`config.mk`:
```
export PLATFORM = sky130hd
export DESIGN_NAME = map_tile_renderer
export DESIGN_NICKNAME = d
export VERILOG_FILES = /design/src/rtl/map_tile_renderer.sv
export SDC_FILE = /design/constraint.sdc
export NUM_CORES = 2
export LEC_CHECK = 0
export CORE_MARGIN = 3
export CORE_UTILIZATION = 25
export CTS_CLUSTER_SIZE = 40
export DETAILED_ROUTE_END_ITERATION = 7
export PLACE_DENSITY = 0.49
export REMOVE_ABC_BUFFERS = 1
export SYNTH_ARGS = -nofsm -noshare
export SYNTH_HDL_FRONTEND = slang
export SYNTH_SLANG_ARGS = --single-unit
```
`constraint.sdc`:
```
create_clock -name clk -period 5.1 [get_ports clk]
set_input_delay 0.51 -clock clk [delete_from_list [all_inputs] [get_ports clk]]
set_output_delay 0.51 -clock clk [all_outputs]
set_load 0.01 [all_outputs]
```
`src/rtl/map_tile_renderer.sv`:
```
// map_tile_renderer: converts a screen pixel coordinate into a 12-bit RGB colour from a
// boundary wall, a writable platform tile bitmap and a frame-synchronous vertical camera.
// Two-stage pipeline: stage 1 registers wall/on flags and the bitmap read, stage 2 the colour.
// Build option: define MAP_SCROLL_EN to include the scroll registers and world-y wrap logic;
// without it world y equals screen y and the scroll/frame ports are ignored.
module map_tile_renderer #(
  parameter int unsigned MAP_WIDTH_X    = 640,
  parameter int unsigned MAP_WIDTH_Y    = 480,
  parameter int unsigned WALL_WIDTH     = 10,
  parameter int unsigned TILE_SHIFT     = 4,
  parameter int unsigned TILES_X        = 40,
  parameter int unsigned TILES_Y        = 30,
  parameter logic [11:0] WALL_COLOR     = 12'h000,
  parameter logic [11:0] FLOOR_COLOR    = 12'hf80,
  parameter logic [11:0] PLATFORM_COLOR = 12'h0a0,
  parameter logic [11:0] OFF_COLOR      = 12'hFFF
) (
  input  logic        clk,
  input  logic        rst,
  input  logic [9:0]  map_x,
  input  logic [9:0]  map_y,
  input  logic        map_on,
  input  logic        frame_start,
  input  logic        scroll_wr,
  input  logic [9:0]  scroll_y_in,
  input  logic        tile_wr_en,
  input  logic [10:0] tile_wr_addr,
  input  logic        tile_wr_data,
  output logic [11:0] rgb,
  output logic        rgb_on
);

  localparam int unsigned NumTiles = TILES_X * TILES_Y;
  localparam logic [10:0] WorldH   = 11'(TILES_Y << TILE_SHIFT);
  localparam logic [10:0] WallW    = 11'(WALL_WIDTH);
  localparam logic [10:0] RightX   = 11'(MAP_WIDTH_X - WALL_WIDTH);
  localparam logic [10:0] TopY     = 11'((TILES_Y << TILE_SHIFT) - WALL_WIDTH);
  localparam logic [10:0] TilesX   = 11'(TILES_X);
  localparam logic [10:0] TilesY   = 11'(TILES_Y);
  localparam logic [10:0] NumT     = 11'(NumTiles);

  // Map height is implied by the tile grid; kept as a parameter for interface compatibility.
  logic [9:0] unused_map_h;
  assign unused_map_h = 10'(MAP_WIDTH_Y);

  logic [10:0] wy;

`ifdef MAP_SCROLL_EN
  logic [9:0]  scroll_pend_q, scroll_act_q;
  logic [9:0]  scroll_clamped;
  logic [10:0] wy_sum;

  // Clamp requested offset and form the wrapped world y.
  always_comb begin
    scroll_clamped = scroll_y_in;
    if ({1'b0, scroll_y_in} >= WorldH) scroll_clamped = 10'(WorldH - 11'd1);
    wy_sum = {1'b0, map_y} + {1'b0, scroll_act_q};
    wy     = wy_sum;
    if (wy_sum >= WorldH) wy = wy_sum - WorldH;
  end

  // Pending offset takes writes; active offset updates only at frame start (with bypass).
  always_ff @(posedge clk) begin
    if (rst) begin
      scroll_pend_q <= '0;
      scroll_act_q  <= '0;
    end else begin
      if (scroll_wr) scroll_pend_q <= scroll_clamped;
      if (frame_start) scroll_act_q <= scroll_wr ? scroll_clamped : scroll_pend_q;
    end
  end
`else
  logic unused_scroll;
  assign unused_scroll = ^{frame_start, scroll_wr, scroll_y_in};

  // Without scrolling the world coordinate is the screen coordinate.
  always_comb begin
    wy = {1'b0, map_y};
  end
`endif

  logic [10:0] col, row, rd_addr;
  logic        in_range, wall;

  // Tile address and wall classification for the incoming pixel.
  always_comb begin
    col      = {1'b0, map_x} >> TILE_SHIFT;
    row      = wy >> TILE_SHIFT;
    in_range = (col < TilesX) && (row < TilesY);
    rd_addr  = row * TilesX + col;
    wall     = ({1'b0, map_x} < WallW) || ({1'b0, map_x} >= RightX) ||
               (wy < WallW) || (wy >= TopY);
  end

  // Tile bitmap storage; deliberately not reset so a reset does not erase the level.
  logic bitmap_q [NumTiles];

  // Single write port; out-of-range addresses are dropped.
  always_ff @(posedge clk) begin
    if (tile_wr_en && (tile_wr_addr < NumT)) bitmap_q[tile_wr_addr] <= tile_wr_data;
  end

  logic wall_q, on_q, tile_q;

  // Stage 1: register flags and the bitmap read (read sees pre-write data on collision).
  always_ff @(posedge clk) begin
    if (rst) begin
      wall_q <= 1'b0;
      on_q   <= 1'b0;
      tile_q <= 1'b0;
    end else begin
      wall_q <= wall;
      on_q   <= map_on;
      tile_q <= in_range ? bitmap_q[rd_addr] : 1'b0;
    end
  end

  logic [11:0] rgb_q;
  logic        rgb_on_q;

  // Stage 2: colour priority off > wall > platform > floor.
  always_ff @(posedge clk) begin
    if (rst) begin
      rgb_q    <= OFF_COLOR;
      rgb_on_q <= 1'b0;
    end else begin
      rgb_on_q <= on_q;
      if (!on_q)       rgb_q <= OFF_COLOR;
      else if (wall_q) rgb_q <= WALL_COLOR;
      else if (tile_q) rgb_q <= PLATFORM_COLOR;
      else             rgb_q <= FLOOR_COLOR;
    end
  end

  assign rgb    = rgb_q;
  assign rgb_on = rgb_on_q;

endmodule

```
== Word level (Yosys, flattened, before mapping) ==
Memories as Yosys holds them, arrays and structs flattened. A register that Yosys moved wholly into a read port is not among the register bits.
Index checks and enable logic that the tools add are counted.

* Add/sub/neg operators: 1
* Multipliers: 1
* Magnitude comparators: 7
* Muxes and demuxes: 4
* Bitwise logic cells: 2
* Reduce and logical (&&, ||, !) cells: 7

{| class="wikitable"
|+ Operators by type and width
! kind !! count
|-
| two-way mux 12 bit || 2
|-
| less-than comparator 10 x 4 -> 1 bit (second input constant) || 2
|-
| adder 11 x 6 -> 11 bit || 1
|-
| less-than comparator 11 bit (second input constant) || 1
|-
| >= comparator 10 bit (second input constant) || 1
|-
| >= comparator 10 x 9 -> 1 bit (second input constant) || 1
|-
| multiplier 6 x 3 -> 8 bit (second input constant) || 1
|-
| less-than comparator 6 x 5 -> 1 bit (second input constant) || 1
|-
| less-than comparator 6 bit (second input constant) || 1
|-
| OR reduction 2 bit || 2
|-
| logical OR 1 bit || 3
|-
| logical AND 1 bit || 2
|-
| two-way mux 1 bit || 2
|-
| inverter 1 bit || 2
|}

* Bits in registers: 15
* Memory bits (writable): 1200
* Output and inout bits: 13
* Logic and storage cells: 27
* Memories kept: 1

{| class="wikitable"
|+ Memories
! memory !! depth !! width !! read ports !! clocked after memory_dff !! write ports !! line !! source
|-
| bitmap_q || 1200 || 1 || 1 || 1 || 1 || 96 || <nowiki>logic bitmap_q [NumTiles];</nowiki>
|}

== Longest topological paths before layout ==
* Depth after elaboration: 4
* Depth in mapped cells: 14
* Mapped depth without buffers: 11

== Worst setup path after synthesis ==
OpenSTA, ideal clock, no wires.

* Path type: input -> register
* From: input map_y[4]
* To: register tile_q, read port of bitmap_q
* Library setup time: 0.079 ns
* Arrival: 2.934 ns
* Path slack: 2.087 ns
* Cell stages on the path: 10
* Path buffers: 1
* Path through: ha_1 ha_1 or2_2 and3_2 nor2_1 buf_2 mux4_2 inv_1 o2111ai_1 o211ai_1

* Word-level cells in the longest chain between the ends: 4
* Elaborated cells on any way between the ends: 6
* Classes of those cells: 1 x add/sub; 1 x mul; 1 x order compare; 1 x bitwise; 2 x reduce/logical

{| class="wikitable"
|+ Ends and longest elaborated chain
! item !! line !! source
|-
| from (decl) || 21 || <nowiki>input logic [9:0] map_y,</nowiki>
|-
| parallel branches: the longest is 4 deep, another holds adder 11 x 6 -> 11 bit || n/a ||
|-
| to (decl) || 103 || <nowiki>logic wall_q, on_q, tile_q;</nowiki>
|}

Parallel ways; which one is timed is not known.
A chain may end at the register's enable or synchronous reset.

== Worst setup path in the final report ==
* From: input map_y[6]
* To: register tile_q, read port of bitmap_q

Same word-level chain as after synthesis.

==> metrics.yaml <==
outcome:
  status: "completed"
pwr:
  peakVddDrop_mv: 0.270
  power_density_nw_per_um2: 359
  finalPower_mw: 21.9
  p_leak_nw: 18.0
clock_network:
  holdBufCountCts: 0
  clk_pin_slew_ns: 0.06
  cts_setup_buffers: 0
  cts_root_buf: "clkbuf_16"
  cts_tree: "built"
  cts.sinks: 1208
  cts-buffers-inserted: 138
  cts_buffer_depth: 3
  clk-insertion-delay-late_ns: 0.78
  htreeDepth: 4
  cts.repair.resized: 0
hold_path:
  worstHoldEndpoint: "on_q"
  holdCritStartpoint: "map_on"
  hp-class: "primary input to flop"
  whs_path_depth: 2
placement:
  pre_cts_ws_ns: 0.813
  place_area_um2: 56800
  post-place-cells: 6268
  dp_hpwl_um: 85300
  io_buffer_count: 46
  routabilityCongestion: 0.782
sta:
  period_share_pct: 70.4
  slew_headroom_pct: 17.3
  finalSetupViolations: 0
  tns_ns: 0
  rsz0062_at_grt: "false"
  slew_viol_final: 0
  hold_viol: 0
  tightest_slew_ns: 1.24
  max_freq_mhz: 279
  fin_ws_ns: 1.51
  fin_crit_ns: 3.59
  hold-worst-slack_ns: 0.323
  clock_skew_ns: 0.0203
synthesis:
  netlist_area_um2: 53500
  synth_cell_types: 75
  async_flop_share_pct: 0
  synth_mux_area_share_pct: 14.7
  ys.flop_type: "edfxtp_1"
  ys_warn_count: 0
  synth_xor_area_share_pct: 0.147
  yosys.area.top_type_share_pct: 67.3
  synth_compound_area_share_pct: 2.53
  yosys.area_share.adder_pct: 0.332
  synth_top_cell_by_area: "edfxtp_1"
  synthTopCellsByArea: "edfxtp_1, nor2_1, mux4_2, mux4_1, mux2i_1"
  syn_avg_cell_area_um2: 14.8
  synth-seq-cells: 1208
  synth_seq_area_share_pct: 67.6
  synth-edff-count: 1200
  synth_top_family_by_area: "multiplexers"
  synthSimpleGateAreaFrac_pct: 10.7
  synthCells: 3611
worst_setup_path:
  end_kind: "flop"
  cp_data_required_time_ns: 5.78
  r2r.worst_path.cells: 7
  cp_max_fo: 5
  worstSetupStartpointType: "primary input"
  regToRegStartpoint: "bitmap_q[645]"
  crit_type: "primary input to flop"
  r2r_end: "tile_q"
  cp.arrival_ns: 4.27
  r2r_slack_ns: 2.25
grt:
  grt_usage_pct: 14.6
  grt_max_degree: 191
  grt_pass1_wl_um: 231000
  grt_pass1_vias: 31234
  antenna_found_initial: 9
  overflow: 0
drt:
  dr.pass1.iters: 5
  drt_wl_total_um: 163000
  via_per_inst: 4.85
  drt_iter0_drc: 3987
  antenna_left: 0
  drcViolationCount: 0
  wl_per_cell_um: 24.9
  vias: 31629
floorplan:
  start_util_pct: 25.2
  core_um2: 213000
  io_pins: 61
  die_h_um: 469
  rows: 169
  die_area_um2: 220000
  die_width_um: 469
finish:
  drive_gt1_share_pct: 15.7
  syn_to_final_growth_pct: 14.0
  nFillCells: 21432
  final_area_um2: 61000
  num-nets-final: 3648
  final_cell_count_no_fill: 6518
  fin_util_pct: 28.7
job:
  cap_violations: 0
==> worst max-delay path by stage <==
stage | start | to | slack (ns) | cells past startpoint
6_report | map_y[6] | tile_q | 1.51 | 11
5_1_grt | map_y[6] | tile_q | 1.37 | 11
4_1_cts | map_y[6] | tile_q | 1.61 | 11
3_5_place_dp | map_y[6] | tile_q | 0.81 | 11
3_3_place_gp | map_y[6] | tile_q | 0.71 | 11
2_1_floorplan | map_x[7] | tile_q | 1.41 | 9
==> cells by family after synthesis <==
| kind of cell | count (synthesis) |
|---|---|
| AND/OR/NAND/NOR | 1443 |
| flip-flops | 1208 |
| adder cells (fa/ha/maj) | 13 |
| XOR/XNOR | 9 |
| buffers and inverters | 359 |
| AO/OA/AOI/OAI | 190 |
| multiplexers | 389 |
==> report_power, final <==
part	total (mW)	internal, mW	leakage [nW]	switching, mW
clock network	9.42	5.33	2.04	4.09
registers	10.9	10.9	10.8	0.00449
logic	1.60	0.537	5.12	1.06
==> critical path, stage by stage <==
cell and delay [ns]:
clkdlybuf4s50_1 0.57, ha_1 0.27, ha_1 0.37, or2_2 0.37
a21oi_1 0.46, nor2_2 0.23, a2111oi_0 0.67, nor3_1 0.14
a211o_1 0.31, a2111o_1 0.29, o211ai_1 0.08
==> sequential cells by signal (all words and copies together), names as in the netlist <==
signal	flops
bitmap_q	1200
rgb	4
on_q	1
rgb_on	1
tile_q	1
wall_q	1
==> synthesized netlist by cell type, types with 5 or more instances <==
cell type and n:
o22ai_1 35, mux2_2 5, buf_8 9, nand2_1 114
a31oi_1 8, nor3_1 12, or2_2 7, xnor2_1 5
a21oi_1 28, buf_6 16, a211oi_1 6, mux4_1 97
buf_12 15, mux2i_1 96, o221ai_1 20, nor4_1 7
and3b_1 6, nor2b_1 10, nand3_1 17, and3_1 8
mux4_2 191, clkbuf_1 231, nor3b_1 9, o21ai_0 19
clkbuf_8 22, nor2_1 1224, ha_1 11, a22oi_1 23
inv_1 10, edfxtp_1 1200, buf_1 10, dfxtp_1 8
buf_4 22, nand2b_1 7, buf_2 23
==> layer usage <==
layer | vias to the layer above | global-route usage (%) | share of wire [%]
met1 | 16944 | 20.8 | 44
li1 | 13379 | - | -
met3 | 200 | 2.44 | 6.9
met5 | - | 0 | 0.017
met2 | 1102 | 23.0 | 47
met4 | 4 | 3.63 | 1.9
==> cells in the final DEF (no fill, tap or decap), drive strengths merged, types with 8 or more instances in the layout <==
cell type and count:
a21oi 28, a22oi 23, a31oi 8, and3 9
buf 142, clkbuf 185, clkdlybuf4s50 42, clkinv 46
dfxtp 8, edfxtp 1200, ha 11, inv 18
mux2i 96, mux4 288, nand2 115, nand3 17
nor2 1224, nor2b 10, nor3 13, nor3b 10
nor4 8, o21ai 19, o221ai 22, o22ai 35
==> cell type report <==
cell class	instances	area (um^2)	area share, %
Antenna cell	3	7.51	0.0123
Clock buffer	184	3700	6.06
Clock inverter	63	514	0.843
Inverter	10	37.5	0.0615
Multi-Input combinational cell	2044	15300	25.1
Sequential cell	1208	36200	59.3
Tap cell	2821	3530	5.78
Timing Repair Buffer	185	1740	2.84
Note: power is estimated with default switching activity, not from simulation.
